===== src/rtl/muldiv_pkg.sv =====
// Shared definitions for the iterative multiply/divide unit: op codes,
// FSM states and the iteration count.
package muldiv_pkg;

    typedef enum logic [1:0] {
        OP_MULT  = 2'b00,
        OP_MULTU = 2'b01,
        OP_DIV   = 2'b10,
        OP_DIVU  = 2'b11
    } op_e;

    typedef enum logic [1:0] {
        ST_IDLE = 2'd0,
        ST_RUN  = 2'd1,
        ST_FIX  = 2'd2,
        ST_DONE = 2'd3
    } state_e;

    localparam int ITER_COUNT = 32;
    localparam int CNT_W      = 5;

    function automatic logic isSignedOp(input logic [1:0] op);
        return (op == OP_MULT) || (op == OP_DIV);
    endfunction

endpackage


===== src/rtl/negate64.sv =====
// Combinational two's-complement negate with enable; passes the value
// through unchanged when en is low.
module negate64 #(
    parameter int W = 64
) (
    input  logic         en,
    input  logic [W-1:0] value,
    output logic [W-1:0] result
);

    assign result = en ? (~value + W'(1)) : value;

endmodule


===== src/rtl/muldiv_unit.sv =====
// Iterative MULT/MULTU/DIV/DIVU unit with HI/LO registers: magnitudes are
// processed for 32 cycles, sign-corrected in FIX and committed in DONE.
module muldiv_unit
    import muldiv_pkg::*;
#(
    parameter int WIDTH = 32
) (
    input  logic             Clk,
    input  logic             Rst_n,
    input  logic             Start,
    input  logic [1:0]       Op,
    input  logic [WIDTH-1:0] OperandA,
    input  logic [WIDTH-1:0] OperandB,
    input  logic             WriteHi,
    input  logic             WriteLo,
    input  logic [WIDTH-1:0] WriteData,
    output logic             Busy,
    output logic             Done,
    output logic [WIDTH-1:0] Hi,
    output logic [WIDTH-1:0] Lo
);

    state_e             stateReg;
    logic [CNT_W-1:0]   iterCnt;
    logic               isDivReg;
    logic               negAReg;
    logic               negBReg;
    logic               divZeroReg;
    logic [WIDTH-1:0]   magAReg;
    logic [WIDTH-1:0]   magBReg;
    logic [WIDTH-1:0]   rawAReg;
    logic [2*WIDTH-1:0] accReg;

    logic               signedOp;
    logic               aNeg;
    logic               bNeg;
    logic [WIDTH-1:0]   absA;
    logic [WIDTH-1:0]   absB;

    assign signedOp = isSignedOp(Op);
    assign aNeg     = signedOp & OperandA[WIDTH-1];
    assign bNeg     = signedOp & OperandB[WIDTH-1];
    assign absA     = aNeg ? (~OperandA + WIDTH'(1)) : OperandA;
    assign absB     = bNeg ? (~OperandB + WIDTH'(1)) : OperandB;

    // Shift-add: accumulator holds {partial product, remaining multiplier bits}.
    logic [WIDTH:0]     mulSum;
    logic [2*WIDTH-1:0] mulNext;

    assign mulSum  = {1'b0, accReg[2*WIDTH-1:WIDTH]} + {1'b0, magAReg};
    assign mulNext = accReg[0] ? {mulSum, accReg[WIDTH-1:1]}
                               : {1'b0, accReg[2*WIDTH-1:1]};

    // Restoring division: accumulator holds {remainder, dividend/quotient}.
    logic [WIDTH:0]     divShift;
    logic [WIDTH+1:0]   divDiff;
    logic [2*WIDTH-1:0] divNext;

    assign divShift = {accReg[2*WIDTH-1:WIDTH], accReg[WIDTH-1]};
    assign divDiff  = {1'b0, divShift} - {2'b00, magBReg};
    assign divNext  = divDiff[WIDTH+1]
                    ? {divShift[WIDTH-1:0], accReg[WIDTH-2:0], 1'b0}
                    : {divDiff[WIDTH-1:0],  accReg[WIDTH-2:0], 1'b1};

    logic [2*WIDTH-1:0] lowFixed;
    logic [2*WIDTH-1:0] remFixed;
    logic [2*WIDTH-1:0] fixedAcc;
    logic               unusedBits;

    // Product (or quotient) flips when signs differ; remainder follows the dividend.
    negate64 #(.W(2*WIDTH)) uNegLow (
        .en     (negAReg ^ negBReg),
        .value  (isDivReg ? {{WIDTH{1'b0}}, accReg[WIDTH-1:0]} : accReg),
        .result (lowFixed)
    );

    negate64 #(.W(2*WIDTH)) uNegRem (
        .en     (isDivReg & negAReg),
        .value  ({{WIDTH{1'b0}}, accReg[2*WIDTH-1:WIDTH]}),
        .result (remFixed)
    );

    assign fixedAcc   = isDivReg ? {remFixed[WIDTH-1:0], lowFixed[WIDTH-1:0]} : lowFixed;
    assign unusedBits = ^{divDiff[WIDTH], remFixed[2*WIDTH-1:WIDTH]};

    always_ff @(posedge Clk) begin
        if (!Rst_n) begin
            stateReg   <= ST_IDLE;
            iterCnt    <= '0;
            isDivReg   <= 1'b0;
            negAReg    <= 1'b0;
            negBReg    <= 1'b0;
            divZeroReg <= 1'b0;
            magAReg    <= '0;
            magBReg    <= '0;
            rawAReg    <= '0;
            accReg     <= '0;
            Busy       <= 1'b0;
            Done       <= 1'b0;
            Hi         <= '0;
            Lo         <= '0;
        end else begin
            Done <= 1'b0;
            case (stateReg)
                ST_IDLE: begin
                    if (Start) begin
                        isDivReg   <= Op[1];
                        negAReg    <= aNeg;
                        negBReg    <= bNeg;
                        divZeroReg <= Op[1] && (OperandB == '0);
                        magAReg    <= absA;
                        magBReg    <= absB;
                        rawAReg    <= OperandA;
                        accReg     <= Op[1] ? {{WIDTH{1'b0}}, absA} : {{WIDTH{1'b0}}, absB};
                        iterCnt    <= '0;
                        Busy       <= 1'b1;
                        stateReg   <= ST_RUN;
                    end else begin
                        if (WriteHi) Hi <= WriteData;
                        if (WriteLo) Lo <= WriteData;
                    end
                end
                ST_RUN: begin
                    accReg  <= isDivReg ? divNext : mulNext;
                    iterCnt <= iterCnt + CNT_W'(1);
                    if (iterCnt == CNT_W'(ITER_COUNT - 1)) stateReg <= ST_FIX;
                end
                ST_FIX: begin
                    accReg   <= fixedAcc;
                    stateReg <= ST_DONE;
                end
                ST_DONE: begin
                    // Divide by zero reports the raw dividend in HI, not the sign-fixed one.
                    if (divZeroReg) begin
                        Hi <= rawAReg;
                        Lo <= '1;
                    end else begin
                        Hi <= accReg[2*WIDTH-1:WIDTH];
                        Lo <= accReg[WIDTH-1:0];
                    end
                    Done     <= 1'b1;
                    Busy     <= 1'b0;
                    stateReg <= ST_IDLE;
                end
                default: stateReg <= ST_IDLE;
            endcase
        end
    end

endmodule

===== config.mk =====
export PLATFORM = sky130hd
export DESIGN_NAME = muldiv_unit
export DESIGN_NICKNAME = d
export VERILOG_FILES = /design/src/rtl/muldiv_pkg.sv /design/src/rtl/negate64.sv /design/src/rtl/muldiv_unit.sv
export SDC_FILE = /design/constraint.sdc
export NUM_CORES = 1
export LEC_CHECK = 0
export BUFFER_PORTS_ARGS = -buffer_cell sky130_fd_sc_hd__buf_2
export CAP_MARGIN = 20
export CORE_ASPECT_RATIO = 0.6
export CORE_UTILIZATION = 60
export CTS_CLUSTER_SIZE = 16
export DETAILED_ROUTE_END_ITERATION = 7
export HOLD_SLACK_MARGIN = 0.02
export PLACE_DENSITY = 0.8
export REMOVE_ABC_BUFFERS = 1
export SLEW_MARGIN = 20
export SYNTH_ARGS = -nofsm -noshare
export SYNTH_HDL_FRONTEND = slang
export SYNTH_SLANG_ARGS = --single-unit

===== constraint.sdc =====
create_clock -name Clk -period 6.7 [get_ports Clk]
set_input_delay 0.335 -clock Clk [delete_from_list [all_inputs] [get_ports Clk]]
set_output_delay 0.335 -clock Clk [all_outputs]
set_load 0.01 [all_outputs]

Word-level counts from Yosys, hierarchy flattened
Index checks and enable logic that the tools add are counted.
{"block": "word_totals", "regBits": 237, "inputBits": 103, "output_inout_bits": 66}
{"block": "op_classes", "addsub": 7, "eq_ne": 11, "n_mux": 28, "n_bitwise": 8, "n_reduce_logical": 16}
{"cell": "2-to-1 mux 64 bit", "n": 7}
{"cell": "2-to-1 mux 32 bit", "n": 10}
{"cell": "one-hot mux 64 bit (3 select lines)", "n": 1}
{"cell": "one-hot mux 32 bit (2 select lines)", "n": 2}
{"cell": "adder 32 x 1 -> 32 bit (second input constant)", "n": 3}
{"cell": "inverter 32 bit", "n": 3}
{"cell": "adder 64 x 1 -> 64 bit (second input constant)", "n": 1}
{"cell": "inverter 64 bit", "n": 1}
{"cell": "subtractor 33 x 32 -> 34 bit", "n": 1}
{"cell": "adder 32 x 32 -> 33 bit", "n": 1}
{"cell": "zero test 32 bit", "n": 1}
{"cell": "!= test 2 bit (second input constant)", "n": 5}
{"cell": "one-hot mux 5 bit (2 select lines)", "n": 1}
{"cell": "AND reduction 2 bit", "n": 5}
{"cell": "AND reduction 3 bit", "n": 3}
{"cell": "one-hot mux 2 bit (4 select lines)", "n": 1}
{"cell": "equality test 2 bit (second input constant)", "n": 3}
{"cell": "adder 5 x 1 -> 5 bit (second input constant)", "n": 1}
{"cell": "equality test 5 bit (second input constant)", "n": 1}
{"cell": "2-to-1 mux 5 bit", "n": 1}
{"cell": "zero test 2 bit", "n": 2}
{"cell": "2-to-1 mux 2 bit", "n": 2}
{"cell": "nonzero test 2 bit", "n": 2}
{"cell": "bitwise AND 1 bit", "n": 3}
{"cell": "other kinds (8)", "n": 9}

Logic depth before layout (Yosys ltp)
{"block": "depth", "depth_word": 7, "mapped_depth": 14}

Modules after synthesis
From an unflattened synthesis, not the netlist that was laid out.
{"block": "hier_totals", "hier_cells": 2604, "hier_area_um2": 19916.6}
{"mod": "muldiv_unit", "instances": 1, "cells_each": 2192, "area_per_inst_um2": 16618.4}
{"mod": "negate64", "instances": 2, "cells_each": 206, "area_per_inst_um2": 1649.1}

Worst setup path before layout
OpenSTA, ideal clock, no wires.
{"block": "synth_timing", "path_type": "register to register", "start": "reg accReg[0]", "end": "reg accReg[62]", "setup_time_ns": 0.132, "arrival_time_ns": 3.240, "required_ns": 6.568, "slack_ns": 3.328, "stages_incl_launch_ff": 14, "path_buffers": 2, "synth_period_minus_slack_ns": 3.372, "path_cell_list": "dfxtp_1 > buf_6 > inv_1 > clkbuf_1 > ha_1 > nor4b_2 > nand4_4 > a2111oi_4 > a31oi_1 > o311a_1 > a31oi_1 > nand2_1 > a2111oi_2 > a211oi_1"}
{"block": "synth_between", "elab_chain_cells": 6}
{"element": "from (decl)", "line_no": "muldiv_unit.sv:32", "text": "logic [2*WIDTH-1:0] accReg;"}
{"element": "from (signal assigned)", "line_no": "muldiv_unit.sv:114", "text": "accReg <= Op[1] ? {{WIDTH{1'b0}}, absA} : {{WIDTH{1'b0}}, absB};"}
{"element": "from (signal assigned)", "line_no": "muldiv_unit.sv:124", "text": "accReg <= isDivReg ? divNext : mulNext;"}
{"element": "from (signal assigned)", "line_no": "muldiv_unit.sv:129", "text": "accReg <= fixedAcc;"}
{"element": "2-to-1 mux 64 bit", "line_no": "muldiv_unit.sv:73", "text": ".value (isDivReg ? {{WIDTH{1'b0}}, accReg[WIDTH-1:0]} : accReg),"}
{"element": "inverter 64 bit", "line_no": "negate64.sv:11", "text": "assign result = en ? (~value + W'(1)) : value;"}
{"element": "adder 64 x 1 -> 64 bit", "line_no": "negate64.sv:11"}
{"element": "2-to-1 mux 64 bit", "line_no": "negate64.sv:11"}
{"element": "2-to-1 mux 64 bit", "line_no": "muldiv_unit.sv:83", "text": "assign fixedAcc = isDivReg ? {remFixed[WIDTH-1:0], lowFixed[WIDTH-1:0]} : lowFixed;"}
{"element": "one-hot mux 64 bit (3 select lines) (*)", "line_no": "muldiv_unit.sv:104", "text": "case (stateReg)"}
Every way passes the cells marked *; elsewhere a longest branch is shown, timed or not.
A chain may end at the register's enable or synchronous reset.

Worst setup path in the final report
{"block": "layout_timing", "start": "reg accReg[37]", "end": "reg accReg[37]"}
Same word-level chain as after synthesis.

==> impl_metrics.py <==
metrics = {
    "timing": {
        "rsz0062_at_grt": "false",
        "finalSetupViolations": 0,
        "holdWs_ns": 0.0531,
        "final-hold-violation-count": 0,
        "setup_ws_ns": 2.12,
        "max_clock_freq_mhz": 218,
        "worst_clock_skew_ns": 0.0206,
        "fin_crit_sh_pct": 68.4,
        "finalCriticalPeriod_ns": 4.58,
        "tightestPinTransition_ns": 1.04,
        "setup_tns_ns": 0,
        "slew_headroom_pct": 30.6,
        "number_of_pins_exceeding_their_max_slew_limit_in_the_final_report": 0,
    },
    "grt": {
        "met1_usage_pct": 60.0,
        "grt_util_all_layers_pct": 42.0,
        "globalRoute.totalOverflow": 0,
        "met3_usage_in_global_routing_pct": 11.5,
        "antenna_found_initial": 0,
        "use_met2_pct": 59.3,
        "grt_busiest_layer": "met1",
        "grt_max_degree": 102,
        "grt_pass1_vias": 17500,
        "global_route_wire_length_before_repair_microns": 101000,
    },
    "pwr": {
        "total_power_mw": 7.63,
        "power.density_cell_area_nw_per_um2": 386,
        "static_leak_nw": 7.92,
        "maximum_vdd_ir_drop_mv": 0.281,
    },
    "floorplanning": {
        "floorplan.initialDensity_pct": 62.2,
        "dieArea_sq_um": 31000,
        "rows": 48,
        "chipWidth_microns": 227,
        "coreArea_sq_um": 29200,
        "die_height_microns": 137,
        "ios": 169,
    },
    "yosys": {
        "seq_area_frac_synth_pct": 26.0,
        "synth_edf_count": 0,
        "synth.yosys.warnings": 0,
        "postSynthAreaPerCell_sq_um": 7.42,
        "synth_seq_cells": 236,
        "postSynth.asyncResetShare_pct": 0,
        "ys_dominant_reg_cell": "sky130_fd_sc_hd__dfxtp_1",
        "synthesis.area_sq_um": 18200,
        "post_synth_inst_count": 2450,
        "netlist-cell-type-count": 90,
    },
    "final_layout": {
        "final_design_area_no_fill_sq_um": 19800,
        "antenna_cells": 0,
        "layout.nets": 2656,
        "final_layout_size_suffix_gt1_share_pct": 13.0,
        "finish.utilization_pct": 67.6,
        "p_r_area_growth_vs_syn_pct": 8.68,
        "fin_cells": 2895,
        "mostFrequentLayoutCell": "sky130_fd_sc_hd__nor2_1",
        "most-common-layout-cells": "285 x sky130_fd_sc_hd__nor2_1, 277 x sky130_fd_sc_hd__nand2_1, 272 x sky130_fd_sc_hd__a21oi_1, 234 x sky130_fd_sc_hd__dfxtp_1, 168 x sky130_fd_sc_hd__buf_2",
        "fillerInstances": 2523,
    },
    "setup_path": {
        "required_arrival_time_at_the_worst_endpoint_ns": 7.11,
        "crit_path_max_incr_delay_ns": 0.70,
        "start_kind": "register",
        "path_cells": "ha_1 -> a21oi_1 -> nor2b_1 -> a32oi_1 -> a211oi_1 -> o31ai_2 -> nand2_1 -> mux2_2 -> a21oi_1 -> o22ai_1",
        "worst-setup-path-type": "reg2reg",
        "critPathMaxFanout": 18,
        "crit_top_cell": "sky130_fd_sc_hd__a21oi_1",
        "slowest_stage": "sky130_fd_sc_hd__nand2_1",
        "critPathCaptureType": "register",
        "crit_arrival_ns": 4.99,
    },
    "clock_tree": {
        "tritoncts_num_sinks": 236,
        "cts_setup_buffers": 0,
        "tritoncts": "done",
        "cts.hold.buffers_added": 0,
        "num_cts_buffers": 25,
        "cts_root_buf": "sky130_fd_sc_hd__clkbuf_16",
        "cts.htree.levels": 1,
        "clkTransAtPathRegs_ns": 0.07,
        "cts_resized": 0,
        "clock_insertion_delay_worst_skew_ns": 0.56,
        "clock_tree.buffer_depth": 3,
    },
    "min_path": {
        "hold_class": "in2reg",
    },
    "detailed_routing": {
        "drt_iter0_markers": 2731,
        "dr.pass1.iters": 6,
        "vias_per_cell": 6.84,
        "ant_nets": 0,
        "post_drt_wl_per_cell_microns": 23.2,
        "vias": 19800,
        "post-route-drc-count": 0,
        "total_wire_length_after_detailed_routing_microns": 67100,
    },
    "run": {
        "maxCapViolations": 0,
    },
    "placement": {
        "placed_wire_length_estimate_microns": 48700,
        "place_congestion": 1.01,
        "place.detailed.instances": 2849,
        "area_post_placement_sq_um": 18900,
        "portBuffers": 168,
        "detailedPlace.worstSlack_ns": 2.41,
    },
    "run_status": {
        "outcome": "completed",
    },
}
==> cells in the mapped netlist (13+ instances only) <==
cell	number	share of area [%]
sky130_fd_sc_hd__nand3_1	27	0.74
sky130_fd_sc_hd__inv_1	68	1.4
sky130_fd_sc_hd__xnor2_1	60	2.9
sky130_fd_sc_hd__o221ai_1	37	1.8
sky130_fd_sc_hd__a22oi_1	16	0.66
sky130_fd_sc_hd__o22ai_1	13	0.45
sky130_fd_sc_hd__a21oi_1	273	7.5
sky130_fd_sc_hd__nor3_1	60	1.7
sky130_fd_sc_hd__a31oi_1	29	1.0
sky130_fd_sc_hd__nor2_1	286	5.9
sky130_fd_sc_hd__nand4_1	21	0.72
sky130_fd_sc_hd__nor4_1	21	0.72
sky130_fd_sc_hd__ha_1	74	5.1
sky130_fd_sc_hd__clkbuf_1	164	3.4
sky130_fd_sc_hd__nor2b_1	25	0.86
sky130_fd_sc_hd__o31ai_1	29	1.2
sky130_fd_sc_hd__a211oi_1	124	5.1
sky130_fd_sc_hd__dfxtp_1	236	26
sky130_fd_sc_hd__o211ai_1	34	1.4
sky130_fd_sc_hd__nand2b_1	16	0.55
sky130_fd_sc_hd__a21o_1	39	1.6
sky130_fd_sc_hd__o21ai_0	98	2.7
sky130_fd_sc_hd__or3_1	19	0.65
sky130_fd_sc_hd__xor2_1	58	2.8
sky130_fd_sc_hd__mux2_2	31	1.9
sky130_fd_sc_hd__mux2i_1	63	3.5
sky130_fd_sc_hd__nand2_1	280	5.8
==> routing by layer <==
| metal | vias up | wire length (microns) |
|---|---|---|
| met4 | 0 | 2930 |
| li1 | 9022 | - |
| met2 | 1366 | 26800 |
| met5 | - | 0 |
| met1 | 9234 | 28400 |
| met3 | 190 | 8970 |
==> final timing paths <==
path	start	end	slack, ns	cells after the start
hold / removal	OperandA[20]	rawAReg[20]	0.05	3
setup / recovery	accReg[37]	accReg[37]	2.12	10
setup reg to reg	accReg[37]	accReg[37]	2.12	10
hold reg to reg	Lo[21]	Lo[21]	0.45	2
==> area by class of cell <==
| cell class | instances | area, sq um | area share (%) |
|---|---|---|---|
| multi-input combinational | 1946 | 12300 | 62.4 |
| sequential | 236 | 4730 | 23.9 |
| clock buffer | 31 | 688 | 3.48 |
| clock inverter | 14 | 170 | 0.861 |
| timing repair buffer | 197 | 1070 | 5.39 |
| inverter | 71 | 272 | 1.37 |
| tap | 400 | 500 | 2.53 |
==> worst max-delay path, delay by kind of cell, from the launching register on <==
family	cells	cell delay (ns)
AO/OA/AOI/OAI	6	2.06
AND/OR/NAND/NOR	2	0.79
multiplexers	1	0.49
adder cells (fa/ha/maj)	1	0.41
flip-flops	1	0.66
==> report_power, final <==
group | internal, mW | switching, mW | leakage, nW
Combinational | 1.38 | 2.59 | 5.56
Clock | 0.852 | 0.655 | 0.423
Sequential | 1.79 | 0.370 | 1.94
==> state kept, by name (all words and copies together) (netlist names), 2 cells and up <==
name / cells
rawAReg: 31
iterCnt: 5
Hi: 32
stateReg: 2
accReg: 64
magAReg: 32
Lo: 32
magBReg: 32
==> logic make-up after synthesis <==
kind of cell               after synthesis  synth area share, %
adders and majority gates               76                 5.31
AOI/OAI and AO/OA                      821                 29.8
buffers and inverters                  268                 6.40
DFF                                    236                 26.0
and+or+nand+nor                        837                 21.4
muxes                                   94                 5.39
xor gates and xnor gates               118                 5.68
Note: power is estimated with default switching activity, not from simulation.
